$ cat src/rtl/noc_config_pkg.sv
// Router configuration shared by the NoC output-port blocks.
package noc_config_pkg;

  typedef struct packed {
    logic [7:0] virtual_channels;
  } noc_config;

  localparam noc_config NOC_DEFAULT_CONFIG = '{virtual_channels: 8'd2};
  localparam int CHANNELS = int'(NOC_DEFAULT_CONFIG.virtual_channels);

endpackage

$ cat src/rtl/noc_round_robin_arbiter.sv
// Lock-until-free round-robin arbiter with same-edge handover to the next requester.
module noc_round_robin_arbiter #(
  parameter int REQUESTS = 5
) (
  input  logic                clk,
  input  logic                rst_n,
  input  logic [REQUESTS-1:0] i_request,
  output logic [REQUESTS-1:0] o_grant,
  input  logic [REQUESTS-1:0] i_free
);

  localparam int PTR_W = $clog2(REQUESTS);

  logic [REQUESTS-1:0] grant_q, grant_d;
  logic [PTR_W-1:0]    ptr_q, ptr_d;
  logic                found;
  logic                rearbitrate;
  int                  win;
  int                  idx;

  // A free only counts when it names the current owner.
  assign rearbitrate = (grant_q == '0) || ((grant_q & i_free) != '0);

  always_comb begin
    found = 1'b0;
    win   = 0;
    idx   = 0;
    for (int k = 0; k < REQUESTS; k++) begin
      idx = int'(ptr_q) + k;
      if (idx >= REQUESTS) idx = idx - REQUESTS;
      if (!found && i_request[idx]) begin
        found = 1'b1;
        win   = idx;
      end
    end
  end

  always_comb begin
    grant_d = grant_q;
    ptr_d   = ptr_q;
    if (rearbitrate) begin
      grant_d = '0;
      if (found) begin
        grant_d[win] = 1'b1;
        ptr_d        = (win == REQUESTS - 1) ? '0 : PTR_W'(win + 1);
      end
    end
  end

  always_ff @(posedge clk or negedge rst_n) begin
    if (!rst_n) begin
      grant_q <= '0;
      ptr_q   <= '0;
    end else begin
      grant_q <= grant_d;
      ptr_q   <= ptr_d;
    end
  end

  assign o_grant = grant_q;

endmodule

$ cat src/rtl/noc_port_arbiter.sv
// Output-port arbiter: per-VC round-robin ownership plus a round-robin lock on the physical link.
module noc_port_arbiter #(
  parameter noc_config_pkg::noc_config CONFIG = noc_config_pkg::NOC_DEFAULT_CONFIG,
  parameter int ENTRIES = 5,
  localparam int CHANNELS = int'(CONFIG.virtual_channels)
) (
  input  logic                          clk,
  input  logic                          rst_n,
  input  logic [ENTRIES*CHANNELS-1:0]   i_vc_request,
  output logic [ENTRIES*CHANNELS-1:0]   o_vc_grant,
  input  logic [ENTRIES*CHANNELS-1:0]   i_vc_free,
  input  logic [ENTRIES*CHANNELS-1:0]   i_port_request,
  output logic [ENTRIES*CHANNELS-1:0]   o_port_grant,
  input  logic [ENTRIES*CHANNELS-1:0]   i_port_free
);

  localparam int SLOTS = ENTRIES * CHANNELS;

  logic [SLOTS-1:0] port_eligible;
  logic [SLOTS-1:0] port_release;

  for (genvar c = 0; c < CHANNELS; c++) begin : g_vc
    logic [ENTRIES-1:0] req_col, free_col, gnt_col;

    for (genvar e = 0; e < ENTRIES; e++) begin : g_entry
      assign req_col[e]                = i_vc_request[e*CHANNELS+c];
      assign free_col[e]               = i_vc_free[e*CHANNELS+c];
      assign o_vc_grant[e*CHANNELS+c]  = gnt_col[e];
    end

    noc_round_robin_arbiter #(.REQUESTS(ENTRIES)) u_vc_arb (
      .clk       (clk),
      .rst_n     (rst_n),
      .i_request (req_col),
      .o_grant   (gnt_col),
      .i_free    (free_col)
    );

    a_vc_onehot: assert property (@(posedge clk) disable iff (!rst_n) $onehot0(gnt_col));
  end

  // A VC being freed this edge must not win the port, or the port would outlive its VC.
  assign port_eligible = i_port_request & o_vc_grant & ~i_vc_free;
  assign port_release  = i_port_free | (i_vc_free & o_vc_grant);

  noc_round_robin_arbiter #(.REQUESTS(SLOTS)) u_port_arb (
    .clk       (clk),
    .rst_n     (rst_n),
    .i_request (port_eligible),
    .o_grant   (o_port_grant),
    .i_free    (port_release)
  );

  a_port_onehot: assert property (@(posedge clk) disable iff (!rst_n) $onehot0(o_port_grant));
  a_port_owns_vc: assert property (@(posedge clk) disable iff (!rst_n)
                                   ((o_port_grant & ~o_vc_grant) == '0));

endmodule

$ cat config.mk
export PLATFORM = sky130hd
export DESIGN_NAME = noc_port_arbiter
export DESIGN_NICKNAME = d
export VERILOG_FILES = /design/src/rtl/noc_config_pkg.sv /design/src/rtl/noc_round_robin_arbiter.sv /design/src/rtl/noc_port_arbiter.sv
export SDC_FILE = /design/constraint.sdc
export NUM_CORES = 1
export LEC_CHECK = 0
export BUFFER_PORTS_ARGS = -buffer_cell sky130_fd_sc_hd__buf_2
export CORE_ASPECT_RATIO = 0.5
export CORE_UTILIZATION = 50
export DETAILED_ROUTE_END_ITERATION = 7
export GPL_TIMING_DRIVEN = 0
export HOLD_SLACK_MARGIN = 0.15
export PLACE_DENSITY = 0.71
export SETUP_SLACK_MARGIN = 0.5
export SLEW_MARGIN = 20
export SYNTH_ARGS = -nofsm -noshare
export SYNTH_HDL_FRONTEND = slang
export SYNTH_SLANG_ARGS = --single-unit
export TNS_END_PERCENT = 30
$ cat constraint.sdc
create_clock -name clk -period 4.9 [get_ports clk]
set_input_delay 1.47 -clock clk [delete_from_list [all_inputs] [get_ports clk]]
set_output_delay 1.47 -clock clk [all_outputs]
set_load 0.02 [all_outputs]
==> summary.md <==
| Metric | Value |
|---|---|
| Status | `finished, final reports clean` |
| Die Footprint | `between 15000 and 20000 um^2` |
| Max_cap viols | `0` |
| Largest stage delay, worst path | `roughly 0.5 ns` |
| Fin. max-slew vios | `0` |
| H-tree levels | `2` |
| Post-route DRC | `0` |
| Vias in the first global route | `between 8k and 9k` |
| Antenna viol nets, final | `0` |
| Flops & latches, synth | `30` |
| Fin Setup TNS | `0 ns` |
| Register area share after synthesis | `9.51%` |
| Crit-path slowest cell | `dfrtp_4` |
| Core area | `15400 um^2` |
| Ys async rst share | `100%` |
| Syn Area/Cell | `7.65 um^2` |
| Dpl cells | `roughly 1.3k` |
| Area Overhead vs Synth | `32.1%` |
| Non-filler cells in the finished layout | `about 1.4k` |
| Final GP Congestion | `about 1.1` |
| Final wirelength | `about 30 mm` |
| Period utilization | `between 90% and 100%` |
| Critical Path RT | `between 5 and 6 ns` |
| Die Ht | `90.8 um` |
| Via count | `around 9.4k` |
| CP Cell Sequence | `buf_8, clkinvlp_4, buf_6, ha_4, a21boi_4, xnor2_4, o21ai_4, ha_4, buf_4, or2_2, mux2_2, o21ai_1, o21ai_4, nor4_4, nand4_1, a31o_4, a22oi_2, nand4_4, nor3b_4, a211oi_1` |
| Post-DP HPWL | `21.9 mm` |
| Synth cell types | `around 110` |
| Number of buffers created by CTS | `5` |
| Worst clock skew | `just over 0.004 ns` |
| First-pass GRT wire length | `about 46 mm` |
| CP endpoint kind | `flip-flop` |
| Final nets | `1312` |
| TritonRoute pass-1 iters | `6` |
| Number of core rows | `32` |
| Die X | `about 180 um` |
| Starting Density | `roughly half` |
| CTS root buf | `clkbuf_16` |
| Tot GR Track Use | `a little over a third` |
| WS Path Type | `reg -> reg` |
| Synth Flop Type | `dfrtp_1` |
| Remaining Overflow, GRT | `0` |
| Cell count after synthesis | `between 1k and 1.5k` |
| Rel. slew slack | `roughly half` |
| Top cell type's share of synthesized area | `12.1%` |
| EDFF count, synth | `0` |
| Final hold slack | `0.567 ns` |
| Crit path max fanout | `5` |
| Clock slew at reported path FFs | `about 0.050 ns` |
| Max Freq | `0.207 GHz` |
| Port Buffers | `61` |
| Clock Sinks | `30` |
| Startpoint types | `flip-flop` |
| Initial antenna violation count | `0` |
| Synthesized area | `7890 um^2` |
| Hold Path Class | `reg -> reg` |
| Largest net degree at the start of global routing | `31` |
| WL/cell | `about 22 um` |
| Synth top area cells | `ha_1, dfrtp_1, mux4_2, nand2_1, a21oi_1` |
| Tmin final | `between 4 and 5 ns` |
| Diode count | `0` |
| Synthesized Nets | `1153` |
| Synth area leader | `ha_1` |
| CTS tree | `yes` |
| Clock Latency Late Sink | `approximately 0.27 ns` |
| Final Hold Viols | `0` |
| Final setup fails | `0` |
| Unrepaired setup endpoints after global routing | `yes` |
| CP arrival | `4.95 ns` |
| Least-Margin Pin Slew | `0.772 ns` |
| Initial DRC Count | `1008` |
| YS warnings | `0` |
| Clock tree buffer depth | `2` |
| Final core occ | `between 60% and 70%` |
| I/O pins | `a little over 60` |
| Vias/cell | `just under 7` |
| Layout cells sized above 1 | `31.5%` |
through the flow:
stage / setup WS (ns) / instance area [um^2]
floorplan: 0.408 / 8150
global placement: -0.886 / 8710
detailed placement: -0.864 / 8710
CTS: 0.256 / 9890
global route: 0.00404 / 10400
finish: 0.0688 / 10400
layer usage:
metal  vias up  GRT usage [%]  share of wire (%)
met2       542           56.9                 45
met1      4517           46.2                 41
met5         -              0                  0
met3       115           7.14                9.8
met4         0           14.6                4.1
li1       4252              -                  -
area by class of cell:
cell class | instances | area, um^2
plain buffers | 43 | 378
clock buffers | 8 | 166
well taps | 204 | 255
multi-input cells | 890 | 7560
inverters | 69 | 294
fillers | 1263 | 4990
flip-flops and latches | 30 | 761
repair buffers | 152 | 1000
logic make-up (layout without fill, tap and decap cells):
kind of cell / after synthesis / in the layout / share of synthesized area (%)
AND/OR/NAND/NOR: 385 / 385 / 26.5
AO/OA/AOI/OAI: 340 / 340 / 31.6
buffers and inverters: 112 / 272 / 6.17
adder cells (fa/ha/maj): 79 / 79 / 12.8
multiplexers: 56 / 56 / 9.85
XOR/XNOR: 30 / 30 / 3.52
flip-flops: 30 / 30 / 9.51
path summary, 6_finish.rpt:
check | start | end | slack, ns | cells past startpoint
worst max register to register | u_port_arb.ptr_q[2]$_DFFE_PN0P_ | u_port_arb.ptr_q[3]$_DFFE_PN0P_ | 0.07 | 20
worst min-delay path | u_port_arb.o_grant[9]$_DFFE_PN0N_ | u_port_arb.o_grant[9]$_DFFE_PN0N_ | 0.57 | 1
worst max-delay path | u_port_arb.ptr_q[2]$_DFFE_PN0P_ | u_port_arb.ptr_q[3]$_DFFE_PN0P_ | 0.07 | 20
max in group asynchronous | rst_n | u_port_arb.ptr_q[2]$_DFFE_PN0P_ | 3.20 | 1
min in group asynchronous | rst_n | g_vc[0].u_vc_arb.ptr_q[0]$_DFFE_PN0P_ | 1.22 | 1
worst min register to register | u_port_arb.o_grant[9]$_DFFE_PN0N_ | u_port_arb.o_grant[9]$_DFFE_PN0N_ | 0.57 | 1
worst max-delay path, delay by kind of cell (launching register included):
| kind | cells | cell delay (ns) |
|---|---|---|
| xor+xnor | 1 | 0.16 |
| mux | 1 | 0.30 |
| buf+inv | 4 | 0.52 |
| simple gates | 5 | 1.58 |
| flops | 1 | 0.50 |
| compound gates | 7 | 1.26 |
| fa+ha+maj | 2 | 0.33 |
sequential cells by signal, indices dropped and copies added, names as in the netlist:
| name | count |
|---|---|
| g_vc.u_vc_arb.ptr_q | 6 |
| u_port_arb.o_grant | 10 |
| u_port_arb.ptr_q | 4 |
| g_vc.u_vc_arb.o_grant | 10 |
placed cells by master, fill, tap and decap left out, types with 16 or more instances in the layout:
master,count
ha_1,60
and2_1,16
nor2_1,75
dfrtp_1,24
nor2b_1,20
nor3_1,16
o21ai_0,47
a21oi_1,59
mux2i_1,24
xnor2_1,18
nand2b_1,18
buf_2,66
mux4_2,16
inv_1,53
buf_4,97
nand2_1,89
nand4_1,16
nand3_1,29
cells in the mapped netlist (13+ instances only):
master,instances
nand2_1,93
nor2_1,79
ha_1,76
a21oi_1,68
inv_1,62
o21ai_0,55
dfrtp_1,30
nand3_1,29
mux2i_1,27
xnor2_1,25
nor2b_1,23
clkbuf_1,19
nand2b_1,19
nor3_1,19
and2_1,17
mux4_2,16
nand4_1,16
a211oi_1,15
a21o_1,15
nand3b_1,15
a22o_1,14
o22ai_1,14
mux2_2,13
timing repair:
item	in CTS	in global routing
gates resized for setup	114	65
pin swaps	55	41
hold endpoints to repair	0	0
endpoints found under the setup margin	25	29
setup buffers	60	31
hold buffers	0	0
Power is not shown: default switching activity piles up to over one toggle a cycle in this logic, so the estimate is an artifact.
